[src/rtl/counter_pkg.sv]
// ---------------------------------------------------------------------------
// counter_pkg
//   Shared types for the multi-channel counter bank.
//   cnt_mode_e : counting mode shared by all channels
//      CM_WRAP    - roll over at the terminal value
//      CM_SAT     - stick at the terminal value
//      CM_ONESHOT - saturate, then freeze with a sticky done flag
//      CM_RSVD    - unused encoding; behaves as CM_WRAP
// ---------------------------------------------------------------------------
package counter_pkg;

   typedef enum logic [1:0] {
      CM_WRAP    = 2'd0,
      CM_SAT     = 2'd1,
      CM_ONESHOT = 2'd2,
      CM_RSVD    = 2'd3
   } cnt_mode_e;

endpackage

[src/rtl/counter_mc_chan.sv]
// ---------------------------------------------------------------------------
// counter_mc_chan
//   One channel of the counter bank: count register, terminal-count pulse
//   and one-shot done flag, plus the next-state logic for them.
//   Ports:
//      clk   in   1      clock, all state on posedge
//      rst   in   1      synchronous reset, active-high
//      cen   in   1      count enable
//      dir   in   1      0 = count up, 1 = count down
//      wen   in   1      parallel load strobe (beats cen)
//      dat   in   WIDTH  parallel load value
//      mode  in   2      counting mode (see cnt_mode_e)
//      lim   in   WIDTH  limit; terminal value when counting up
//      cnt   out  WIDTH  registered count
//      tc    out  1      registered one-cycle terminal-count pulse
//      done  out  1      sticky completion flag in one-shot mode
// ---------------------------------------------------------------------------
module counter_mc_chan
   import counter_pkg::*;
#(
   parameter int WIDTH = 8
) (
   input  logic             clk,
   input  logic             rst,
   input  logic             cen,
   input  logic             dir,
   input  logic             wen,
   input  logic [WIDTH-1:0] dat,
   input  logic [1:0]       mode,
   input  logic [WIDTH-1:0] lim,
   output logic [WIDTH-1:0] cnt,
   output logic             tc,
   output logic             done
);

   cnt_mode_e        cur_mode;
   logic             saturating;
   logic             frozen;
   logic [WIDTH-1:0] term;
   logic [WIDTH-1:0] stepped;
   logic [WIDTH-1:0] cnt_next;
   logic             tc_next;
   logic             done_next;

   // Decode the shared mode. One-shot counts like saturate until it has
   // completed, after which the channel ignores cen until it is reloaded.
   always_comb begin
      cur_mode   = cnt_mode_e'(mode);
      saturating = (cur_mode == CM_SAT) || (cur_mode == CM_ONESHOT);
      frozen     = (cur_mode == CM_ONESHOT) && done;
      term       = dir ? '0 : lim;
   end

   // Value the count would take if it stepped this cycle. Counting up from
   // anywhere at or above the limit is treated as having reached it, so a
   // channel left above a newly lowered limit recovers on its next step.
   always_comb begin
      stepped = cnt;
      if (!dir) begin
         if (cnt >= lim) begin
            stepped = saturating ? lim : '0;
         end else begin
            stepped = cnt + 1'b1;
         end
      end else begin
         if (cnt == '0) begin
            stepped = saturating ? '0 : lim;
         end else begin
            stepped = cnt - 1'b1;
         end
      end
   end

   // Next-state selection: load beats count. The terminal pulse fires only
   // when a real step moves the count onto the terminal value, so holding at
   // the terminal or loading it never pulses. In one-shot mode that same
   // event is what completes the channel.
   always_comb begin
      cnt_next  = cnt;
      tc_next   = 1'b0;
      done_next = done;
      if (wen) begin
         cnt_next  = dat;
         done_next = 1'b0;
      end else if (cen && !frozen) begin
         cnt_next = stepped;
         tc_next  = (stepped == term) && (cnt != term);
         if (cur_mode == CM_ONESHOT && tc_next) begin
            done_next = 1'b1;
         end
      end
   end

   // State registers with synchronous reset taking priority over everything.
   always_ff @(posedge clk) begin
      if (rst) begin
         cnt  <= '0;
         tc   <= 1'b0;
         done <= 1'b0;
      end else begin
         cnt  <= cnt_next;
         tc   <= tc_next;
         done <= done_next;
      end
   end

endmodule

[src/rtl/counter_mc.sv]
// ---------------------------------------------------------------------------
// counter_mc
//   Bank of NCH independent up/down counters sharing a limit and a mode.
//   Used as a timer / event-count bank.
//   Ports:
//      clk   in   1          clock, all state on posedge
//      rst   in   1          synchronous reset, active-high
//      cen   in   NCH        per-channel count enable
//      dir   in   NCH        per-channel direction (0 up, 1 down)
//      wen   in   NCH        per-channel load strobe
//      dat   in   NCH*WIDTH  load data, channel i at [i*WIDTH +: WIDTH]
//      mode  in   2          0 wrap, 1 saturate, 2 one-shot, 3 as wrap
//      lim   in   WIDTH      shared limit
//      cnt   out  NCH*WIDTH  registered counts, channel i at [i*WIDTH +: WIDTH]
//      tc    out  NCH        registered terminal-count pulses
//      done  out  NCH        one-shot completion flags
// ---------------------------------------------------------------------------
module counter_mc #(
   parameter int WIDTH = 8,
   parameter int NCH   = 4
) (
   input  logic                 clk,
   input  logic                 rst,
   input  logic [NCH-1:0]       cen,
   input  logic [NCH-1:0]       dir,
   input  logic [NCH-1:0]       wen,
   input  logic [NCH*WIDTH-1:0] dat,
   input  logic [1:0]           mode,
   input  logic [WIDTH-1:0]     lim,
   output logic [NCH*WIDTH-1:0] cnt,
   output logic [NCH-1:0]       tc,
   output logic [NCH-1:0]       done
);

   // Channels share only lim and mode; everything else is per channel.
   for (genvar i = 0; i < NCH; i++) begin : g_chan
      counter_mc_chan #(
         .WIDTH (WIDTH)
      ) u_chan (
         .clk  (clk),
         .rst  (rst),
         .cen  (cen[i]),
         .dir  (dir[i]),
         .wen  (wen[i]),
         .dat  (dat[i*WIDTH +: WIDTH]),
         .mode (mode),
         .lim  (lim),
         .cnt  (cnt[i*WIDTH +: WIDTH]),
         .tc   (tc[i]),
         .done (done[i])
      );
   end

endmodule
[config.mk]
export PLATFORM = sky130hd
export DESIGN_NAME = counter_mc
export DESIGN_NICKNAME = d
export VERILOG_FILES = /design/src/rtl/counter_pkg.sv /design/src/rtl/counter_mc_chan.sv /design/src/rtl/counter_mc.sv
export SDC_FILE = /design/constraint.sdc
export NUM_CORES = 1
export LEC_CHECK = 0
export CAP_MARGIN = 15
export CORE_MARGIN = 2
export CORE_UTILIZATION = 40
export DETAILED_ROUTE_END_ITERATION = 8
export GPL_TIMING_DRIVEN = 0
export RECOVER_POWER = 100
export SYNTH_ARGS = -nofsm -noshare
export SYNTH_HDL_FRONTEND = slang
export SYNTH_SLANG_ARGS = --single-unit
[constraint.sdc]
create_clock -name clk -period 4 [get_ports clk]
set_input_delay 0.8 -clock clk [delete_from_list [all_inputs] [get_ports clk]]
set_output_delay 0.8 -clock clk [all_outputs]
set_load 0.1 [all_outputs]
==> impl_metrics.py, run 1 <==
metrics = {
    "timing": {
        "min_period_ns": 3.900,
        "finalMaxSlewViolations": 0,
        "tns_ns": 0,
        "worst_slack_ns": 0.09953,
        "rsz0062_at_grt": "true",
        "whs_ns": 0.4738,
        "skew_ns": 0.003257,
        "clock.fmax_mhz": 256.4,
        "fin_crit_sh_pct": 97.51,
        "setup_violations": 0,
        "finalHoldViolCount": 0,
        "slew_headroom_pct": 33.75,
        "tightestPinTransition_ns": 0.9905,
    },
    "flow_run": {
        "max-cap-violations": 0,
    },
    "drt": {
        "dr.pass1.iters": 7,
        "wl_mm": 27.05,
        "route.detailed.drc": 0,
        "highest_layer": "met5",
        "drt-wirelength-per-cell_um": 21.55,
        "drt_iter0_drc": 910,
        "m1WireLength_mm": 11.50,
        "met3WireLength_mm": 2.854,
        "vias": 7999,
        "avgViaCountPerCell": 6.374,
        "wl_met2_mm": 11.65,
        "postRouteAntennaNets": 0,
    },
    "critical_path": {
        "reg2reg_slack_ns": 0.45,
        "worst_setup_path_end_kind": "register",
        "r2r-start": "g_chan[0].u_chan.cnt[0]",
        "path_class": "in -> reg",
        "worstPathArrival_ns": 4.13,
        "regToRegEndpoint": "g_chan[0].u_chan.done",
        "start_kind": "input pin",
        "cp_max_fo": 10,
        "cp.required_ns": 4.23,
        "rr_worst_depth": 12,
    },
    "synthesis": {
        "syn-num-nets": 1036,
        "synth_edf_count": 0,
        "ys_async_sr_fraction_pct": 0,
        "synth.most_common_cell": "nor2_1",
        "ys_seq_elements": 40,
        "ys.flop_type": "dfxtp_1",
        "yosysWarnings": 0,
        "synth.area.top_cells": "dfxtp_1 (13%), ha_1 (8.9%), nor2_1 (6.1%), nand2_1 (5.8%), xnor2_1 (4.6%)",
        "synth_top_area_cell": "dfxtp_1",
        "synth.distinct_cells": 71,
        "netlist_top_cells_count": "nor2_1 (102), nand2_1 (98), clkbuf_1 (73)",
        "synthCells": 935,
        "ys_seq_area_share_pct": 12.70,
        "netlist_area_mm2": 0.006307,
        "synth_top_area_share_pct": 12.70,
        "syn_area_per_cell_um2": 6.746,
    },
    "floorplanning": {
        "core_region_area_mm2": 0.01531,
        "die_h_um": 129.6,
        "rows": 45,
        "io_pins": 96,
        "die_x_um": 129.6,
        "initial_utilization_pct": 41.18,
        "die_area_mm2": 0.01679,
    },
    "placed_design": {
        "place_area_mm2": 0.007452,
        "gp_congestion": 0.9852,
        "pre_cts_ws_ns": -1.522,
        "hpwl_mm": 19.50,
        "io_buffer_count": 88,
    },
    "cts": {
        "cts_tree": "done",
        "holdBufCountCts": 0,
        "cts.sinks": 40,
        "cts_buffers": 5,
        "clock_path_buffers": 2,
        "clk_pin_slew_ns": 0.06,
        "clock_latency_ns": 0.30,
        "root_buffer": "clkbuf_16",
        "h-tree-depth": 2,
    },
    "power": {
        "p_per_area_mw_per_mm2": 275.1,
        "vdd_drop_max_uv": 156.9,
        "p_leak_uw": 0.003052,
        "finalPower_uw": 2164,
    },
    "global_routing": {
        "grt_max_degree": 20,
        "grt_pass1_vias": 7098,
        "track_usage_pct": 31.54,
        "grt_overflow": 0,
        "grt_pass1_wl_mm": 40.46,
        "grt_antenna_before_repair": 1,
    },
    "hold_path": {
        "worstHoldEndpoint": "g_chan[1].u_chan.done",
        "min_path_type": "reg -> reg",
        "hold_start": "g_chan[1].u_chan.done",
        "holdPathStages": 2,
    },
    "final_layout": {
        "antennaDiodeCount": 0,
        "syn2layout_area_growth_pct": 24.72,
        "fin_area_mm2": 0.007866,
        "drive_above_1_share_pct": 7.854,
        "fill_cells": 1591,
        "layout.nets": 1145,
    },
    "status": {
        "status": "completed",
    },
}
==> kinds of logic after synthesis <==
| logic type | share of synthesized area [%] |
|---|---|
| multiplexers | 3.174 |
| buffers and inverters | 8.986 |
| adder cells (fa/ha/maj) | 8.927 |
| AO/OA/AOI/OAI | 33.23 |
| flip-flops | 12.70 |
| AND/OR/NAND/NOR | 25.49 |
| XOR/XNOR | 7.499 |
==> stage by stage <==
step           std cells  util (%)
4_1_cts             1252     50.74
3_3_place_gp        1234     48.66
6_report            1255     51.36
3_5_place_dp        1234     48.66
5_1_grt             1255     51.36
2_1_floorplan        935         -
==> worst max-delay path: stages <==
cell and delay, ns:
clkdlybuf4s50_1 0.51, clkbuf_4 0.27, clkinvlp_4 0.12, buf_4 0.18
ha_1 0.24, a2111oi_2 0.48, o311a_1 0.33, clkbuf_2 0.27
a211oi_1 0.08, a211o_1 0.25, a22oi_1 0.22, o2111ai_1 0.20
o21ai_0 0.16
==> placed cells by master, fill, tap and decap left out, types with 9 or more instances in the layout <==
cell type,n
and3_1,9
buf_4,25
o32ai_1,13
nor2_1,102
dfxtp_1,40
o21ai_0,52
a21oi_1,52
nor4bb_1,9
nor3_1,25
a211o_1,12
nand2_1,97
dlygate4sd3_1,40
a221oi_1,9
inv_1,27
clkdlybuf4s50_1,46
clkbuf_1,65
a31oi_1,28
a211oi_1,20
xor2_1,21
nand4_1,12
nand3_1,31
xnor2_1,33
ha_1,45
o211ai_1,23
mux2i_1,11
==> worst max-delay path by stage <==
stage	start	to	slack, ns	depth (start not counted)
after floorplan	lim[7]	g_chan[2].u_chan.cnt[6]	0.31	13
after global placement	lim[3]	g_chan[0].u_chan.done	-1.52	12
after detailed placement	lim[3]	g_chan[0].u_chan.done	-1.52	12
after CTS	lim[5]	g_chan[2].u_chan.done	0.04	12
after global routing	lim[2]	g_chan[0].u_chan.done	-0.02	13
final	lim[2]	g_chan[0].u_chan.done	0.1	13
==> state kept, by name, indices dropped and copies added, names as in the netlist <==
| signal | cells |
|---|---|
| g_chan.u_chan.cnt | 32 |
| g_chan.u_chan.done | 4 |
| g_chan.u_chan.tc | 4 |
==> per-layer routing <==
layer / global-route usage (%) / vias up
met5: 0 / -
met1: 42.69 / 3721
met3: 7.060 / 70
met4: 12.84 / 2
met2: 48.48 / 512
li1: - / 3694
==> area by class of cell <==
cell class | count | area [um^2] | share of cell area [%]
buffer | 98 | 465.4 | 5.917
sequential | 40 | 800.8 | 10.18
multi-input combinational | 757 | 5016 | 63.77
clock inverter | 1 | 5.005 | 0.06362
tap | 211 | 264.0 | 3.356
inverter | 37 | 163.9 | 2.084
timing repair buffer | 105 | 1022 | 13.00
clock buffer | 6 | 128.9 | 1.638
==> where the power goes <==
group	switching, uW	internal [uW]
clock network	178	227
registers	30.8	425
logic	861	443
total	1070	1090
==> timing repair <==
item,CTS,global route
setup endpoints to repair,40,24
setup buffers,13,4
gates cloned,0,0
pin swaps,1,2
resized for setup,25,29
No activity file was read; power rests on OpenSTA's default activity.
==> run 2: changes to the inputs <==
Settings changed: REMOVE_ABC_BUFFERS set to 1.
==> run 2 against run 1 <==
Routed wire length down 13%. Worst hold slack worse by 0.0020 ns. Maximum frequency up 1.6%. Sequential power up 17%. Global-route usage down 3.7 points. Worst setup slack better by 0.060 ns. Die area unchanged. Critical path type unchanged. Largest power group unchanged.
==> impl_metrics.py, run 2 (synthesized netlist as in run 1, its figures left out) <==
metrics = {
    "status": {
        "status": "completed",
    },
    "timing": {
        "tightestPinTransition_ns": 1.047,
        "min_period_ns": 3.840,
        "rsz0062_at_grt": "false",
        "whs_ns": 0.4718,
        "finalMaxSlewViolations": 0,
        "finalHoldViolCount": 0,
        "fin_crit_sh_pct": 96.01,
        "skew_ns": 0.004121,
        "slew_headroom_pct": 30.09,
        "clock.fmax_mhz": 260.4,
        "setup_violations": 0,
    },
    "final_layout": {
        "final_cell_mix": "nor2_1 (102), nand2_1 (97), o21ai_0 (54), a21oi_1 (53)",
        "layout.nets": 1056,
        "top_regs": "g_chan.u_chan.cnt (32), g_chan.u_chan.done (4), g_chan.u_chan.tc (4)",
        "syn2layout_area_growth_pct": 18.57,
        "drive_above_1_share_pct": 6.381,
        "final_util_pct": 48.83,
        "largest_reg_flops": 32,
        "final-instance-count-excl-fill": 1167,
        "antennaDiodeCount": 0,
        "final_common_cell": "nor2_1",
        "largest-register": "g_chan.u_chan.cnt",
    },
    "hold_path": {
        "min_path_type": "reg -> reg",
    },
    "floorplanning": {
        "io_pins": 96,
        "core_region_area_mm2": 0.01531,
        "initial_utilization_pct": 41.18,
        "die_area_mm2": 0.01679,
        "rows": 45,
        "die_h_um": 129.6,
        "die_x_um": 129.6,
    },
    "critical_path": {
        "reg2reg_slack_ns": 0.58,
        "regToRegEndpoint": "g_chan[2].u_chan.done",
        "start_kind": "input pin",
        "rr_worst_depth": 8,
        "worst_setup_path_end_kind": "register",
        "cp.required_ns": 4.25,
        "worstPathArrival_ns": 4.09,
        "cp_max_fo": 15,
        "endpoint": "g_chan[2].u_chan.done",
        "startpoint": "lim[1]",
        "r2r-start": "g_chan[2].u_chan.cnt[6]",
        "path_class": "in -> reg",
    },
    "cts": {
        "holdBufCountCts": 0,
        "cts.sinks": 40,
        "cts_buffers": 5,
        "h-tree-depth": 2,
        "clk_pin_slew_ns": 0.06,
        "clock_path_buffers": 2,
        "clock_latency_ns": 0.30,
        "root_buffer": "clkbuf_16",
        "cts_tree": "done",
    },
    "global_routing": {
        "grt_max_degree": 38,
        "track_usage_pct": 27.82,
        "grt_overflow": 0,
        "grt_pass1_wl_mm": 36.99,
        "grt_antenna_before_repair": 0,
        "grt_pass1_vias": 6689,
    },
    "placed_design": {
        "post-place-cells": 1143,
        "hpwl_mm": 15.78,
        "io_buffer_count": 95,
        "gp_congestion": 0.9264,
    },
    "power": {
        "vdd_drop_max_uv": 191.8,
        "finalPower_uw": 2187,
        "p_leak_uw": 0.002911,
        "p_per_area_mw_per_mm2": 292.4,
    },
    "drt": {
        "drt_iter0_drc": 920,
        "wl_mm": 23.52,
        "drt-wirelength-per-cell_um": 20.16,
        "postRouteAntennaNets": 0,
        "vias": 7327,
        "dr.pass1.iters": 6,
        "route.detailed.drc": 0,
        "avgViaCountPerCell": 6.278,
    },
    "flow_run": {
        "max-cap-violations": 0,
    },
}
## run 2: stage by stage
step	area (um^2)	TNS [ns]	worst slack, ns
floorplan	5879	-5.241	-0.6404
global placement	7094	-64.14	-2.473
detailed placement	7137	-37.34	-1.703
CTS	7413	0	0.0007065
global route	7478	0	0.002994
finish	7478	0	0.1597
## run 2: worst min-delay path by stage
| stage | from | endpoint | slack (ns) | depth (start not counted) |
|---|---|---|---|---|
| final | g_chan[1].u_chan.done | g_chan[1].u_chan.done | 0.47 | 2 |
| after global placement | g_chan[1].u_chan.done | g_chan[1].u_chan.done | 0.47 | 2 |
| after detailed placement | g_chan[1].u_chan.done | g_chan[1].u_chan.done | 0.46 | 2 |
| after floorplan | rst | g_chan[0].u_chan.cnt[0] | 0.87 | 1 |
| after CTS | g_chan[1].u_chan.done | g_chan[1].u_chan.done | 0.48 | 2 |
| after global routing | g_chan[1].u_chan.done | g_chan[1].u_chan.done | 0.50 | 2 |
## run 2: where the power goes
part	switching, uW	leakage (uW)	internal (uW)
logic	732	0.00249	418
clock network	176	0.0000901	329
registers	107	0.000330	425
## run 2: critical path, cell delays in order
cell             delay, ns
clkdlybuf4s18_2       0.49
clkinvlp_4            0.18
buf_4                 0.18
ha_1                  0.27
nand2_1               0.05
o21ai_1               0.36
a41oi_1               0.53
nand4_1               0.26
o311a_1               0.18
nand4_1               0.11
a2111oi_2             0.44
a32o_2                0.23
## run 2: routing by layer
| metal | track usage (%) | up-vias | part of all wire, % | routed length [um] |
|---|---|---|---|---|
| li1 | - | 3506 | - | - |
| met1 | 38.41 | 3416 | 45 | 10470 |
| met2 | 43.76 | 353 | 45 | 10620 |
| met3 | 4.459 | 52 | 7.6 | 1779 |
| met4 | 10.06 | 0 | 2.8 | 655 |
| met5 | 0 | - | 0 | 0 |
## run 2: layout make-up
type                       count  area [um^2]
clock buffer                   7        152.6
clock inverter                 1        30.03
fill                        1591         7836
inverter                      37        156.4
multi-input combinational    758         5011
sequential                    40        800.8
tap                          211        264.0
timing repair buffer         113         1064
## run 2: timing repair
action	CTS	global route
cloned	1	0
gates resized for setup	47	16
pin swaps	0	2
buffers inserted	5	10
endpoints found under the setup margin	40	11
==> run 3: changes to the inputs <==
Settings changed: SLEW_MARGIN set to 25.
==> run 3 against run 2 <==
Cell count is 0.51% lower. Utilization is 0.073 points lower. Routed wire length is 1.2% lower. Combinational power hardly changed. Clock-buffer cell count stayed put. Sequential power hardly changed. Global-route usage is 0.28 points lower. Via count is 0.19% higher. Sequential share of layout area hardly changed. Register-to-register slack worse by 0.07 ns. Worst hold slack better by 0.0074 ns. Critical path type unchanged.
==> impl_metrics.py, run 3 (synthesized netlist as in run 1, its figures left out) <==
metrics = {
    "drt": {
        "postRouteAntennaNets": 0,
        "route.detailed.drc": 0,
        "vias": 7341,
        "drt_iter0_drc": 760,
        "avgViaCountPerCell": 6.323,
        "dr.pass1.iters": 5,
        "drt-wirelength-per-cell_um": 20.02,
        "wl_mm": 23.24,
    },
    "cts": {
        "cts_tree": "done",
        "clk_pin_slew_ns": 0.06,
        "root_buffer": "clkbuf_16",
        "cts_buffers": 5,
        "clock_latency_ns": 0.30,
        "clock_path_buffers": 2,
        "h-tree-depth": 2,
        "cts.sinks": 40,
    },
    "timing": {
        "tns_ns": 0,
        "skew_ns": 0.002467,
        "setup_violations": 0,
        "min_period_ns": 3.867,
        "finalMaxSlewViolations": 0,
        "finalHoldViolCount": 0,
        "clock.fmax_mhz": 258.6,
        "tightestPinTransition_ns": 1.028,
        "whs_ns": 0.4792,
        "rsz0062_at_grt": "false",
        "fin_crit_sh_pct": 96.68,
        "slew_headroom_pct": 31.36,
    },
    "floorplanning": {
        "core_region_area_mm2": 0.01531,
        "io_pins": 96,
        "die_h_um": 129.6,
        "initial_utilization_pct": 41.18,
        "die_x_um": 129.6,
        "die_area_mm2": 0.01679,
        "rows": 45,
    },
    "power": {
        "p_leak_uw": 0.002901,
        "finalPower_uw": 2182,
        "p_per_area_mw_per_mm2": 292.1,
        "vdd_drop_max_uv": 162.7,
    },
    "final_layout": {
        "syn2layout_area_growth_pct": 18.39,
        "layout.nets": 1050,
        "fin_area_mm2": 0.007467,
        "final_cell_mix": "nor2_1 (102), nand2_1 (97), o21ai_0 (55), a21oi_1 (52), ha_1 (44)",
        "largest-register": "g_chan.u_chan.cnt",
        "antennaDiodeCount": 0,
        "drive_above_1_share_pct": 6.211,
        "final_util_pct": 48.76,
        "top_regs": "g_chan.u_chan.cnt (32), g_chan.u_chan.done (4), g_chan.u_chan.tc (4)",
        "largest_reg_flops": 32,
        "final_common_cell": "nor2_1",
    },
    "critical_path": {
        "worstPathArrival_ns": 4.06,
        "cp.required_ns": 4.19,
        "cp_cell_sequence": "dlygate4sd3_1 > inv_1 > ha_2 > nand2_1 > mux2_2 > o31ai_1 > nand2b_1 > a22oi_1 > nand4_1 > a2111oi_4 > a32o_2",
        "startpoint": "mode[0]",
        "r2r-start": "g_chan[2].u_chan.cnt[6]",
        "slowest_stage": "ha_2",
        "cp_max_fo": 37,
        "path_class": "in -> reg",
        "worst_setup_path_end_kind": "register",
        "start_kind": "input pin",
        "cpPeakStageDelay_ns": 0.80,
    },
    "placed_design": {
        "hpwl_mm": 15.97,
        "place_area_mm2": 0.007192,
        "io_buffer_count": 95,
        "gp_congestion": 0.9264,
    },
    "global_routing": {
        "met2_usage_pct": 43.55,
        "grt.busiest_layer": "met2",
        "grt_max_degree": 38,
        "grt_overflow": 0,
        "met1_usage_pct": 38.07,
        "grt_antenna_before_repair": 0,
        "grt_pass1_vias": 6777,
        "grt_use_met3_pct": 4.542,
        "track_usage_pct": 27.54,
        "grt_pass1_wl_mm": 36.87,
    },
    "hold_path": {
        "min_path_type": "reg -> reg",
        "hold_start": "g_chan[3].u_chan.done",
    },
    "status": {
        "status": "completed",
    },
    "flow_run": {
        "max-cap-violations": 0,
    },
}
-- run 3: where the power goes --
group,switching [uW],internal [uW]
Combinational,728,412
Sequential,107,424
Clock,181,329
Total,1020,1170
-- run 3: critical path: cells and delay by family --
kind                     cells  cell delay (ns)
AO/OA/AOI/OAI                4             0.68
multiplexers                 1             0.41
buffers and inverters        2             0.56
AND/OR/NAND/NOR              3             0.77
adder cells (fa/ha/maj)      1             0.80
-- run 3: routing by layer --
layer	up-vias	wire length, um	part of all wire (%)
li1	3499	-	-
met1	3442	10390	45
met2	343	10310	44
met3	57	1851	8.0
met4	0	684	2.9
met5	-	0	0
-- run 3: cell type report --
type	count	area [um^2]
fill	1603	7848
inverter	37	156.4
clock buffer	7	152.6
timing repair buffer	108	1046
tap	211	264.0
sequential	40	800.8
clock inverter	1	30.03
multi-input combinational	757	5017
-- run 3: what timing repair did --
action,CTS,global route
pin swaps,0,0
endpoints found under the setup margin,40,13
resized for setup,45,12
cloned,0,0
hold endpoints to repair,0,0
setup buffers,6,2
hold buffers,0,0
-- run 3: through the flow --
step / worst slack, ns / std cells
after detailed placement: -1.570 / 1145
after global placement: -2.473 / 1140
final: 0.1328 / 1161
after floorplan: -0.6404 / 834
after CTS: 0.03166 / 1159
after global routing: 0.01953 / 1161
-- run 3: final timing paths --
path	slack, ns	end	cells past startpoint
worst max register to register	0.51	g_chan[2].u_chan.done	10
worst min register to register	0.48	g_chan[3].u_chan.done	2
worst max-delay path	0.13	g_chan[2].u_chan.done	11
worst min-delay path	0.48	g_chan[3].u_chan.done	2
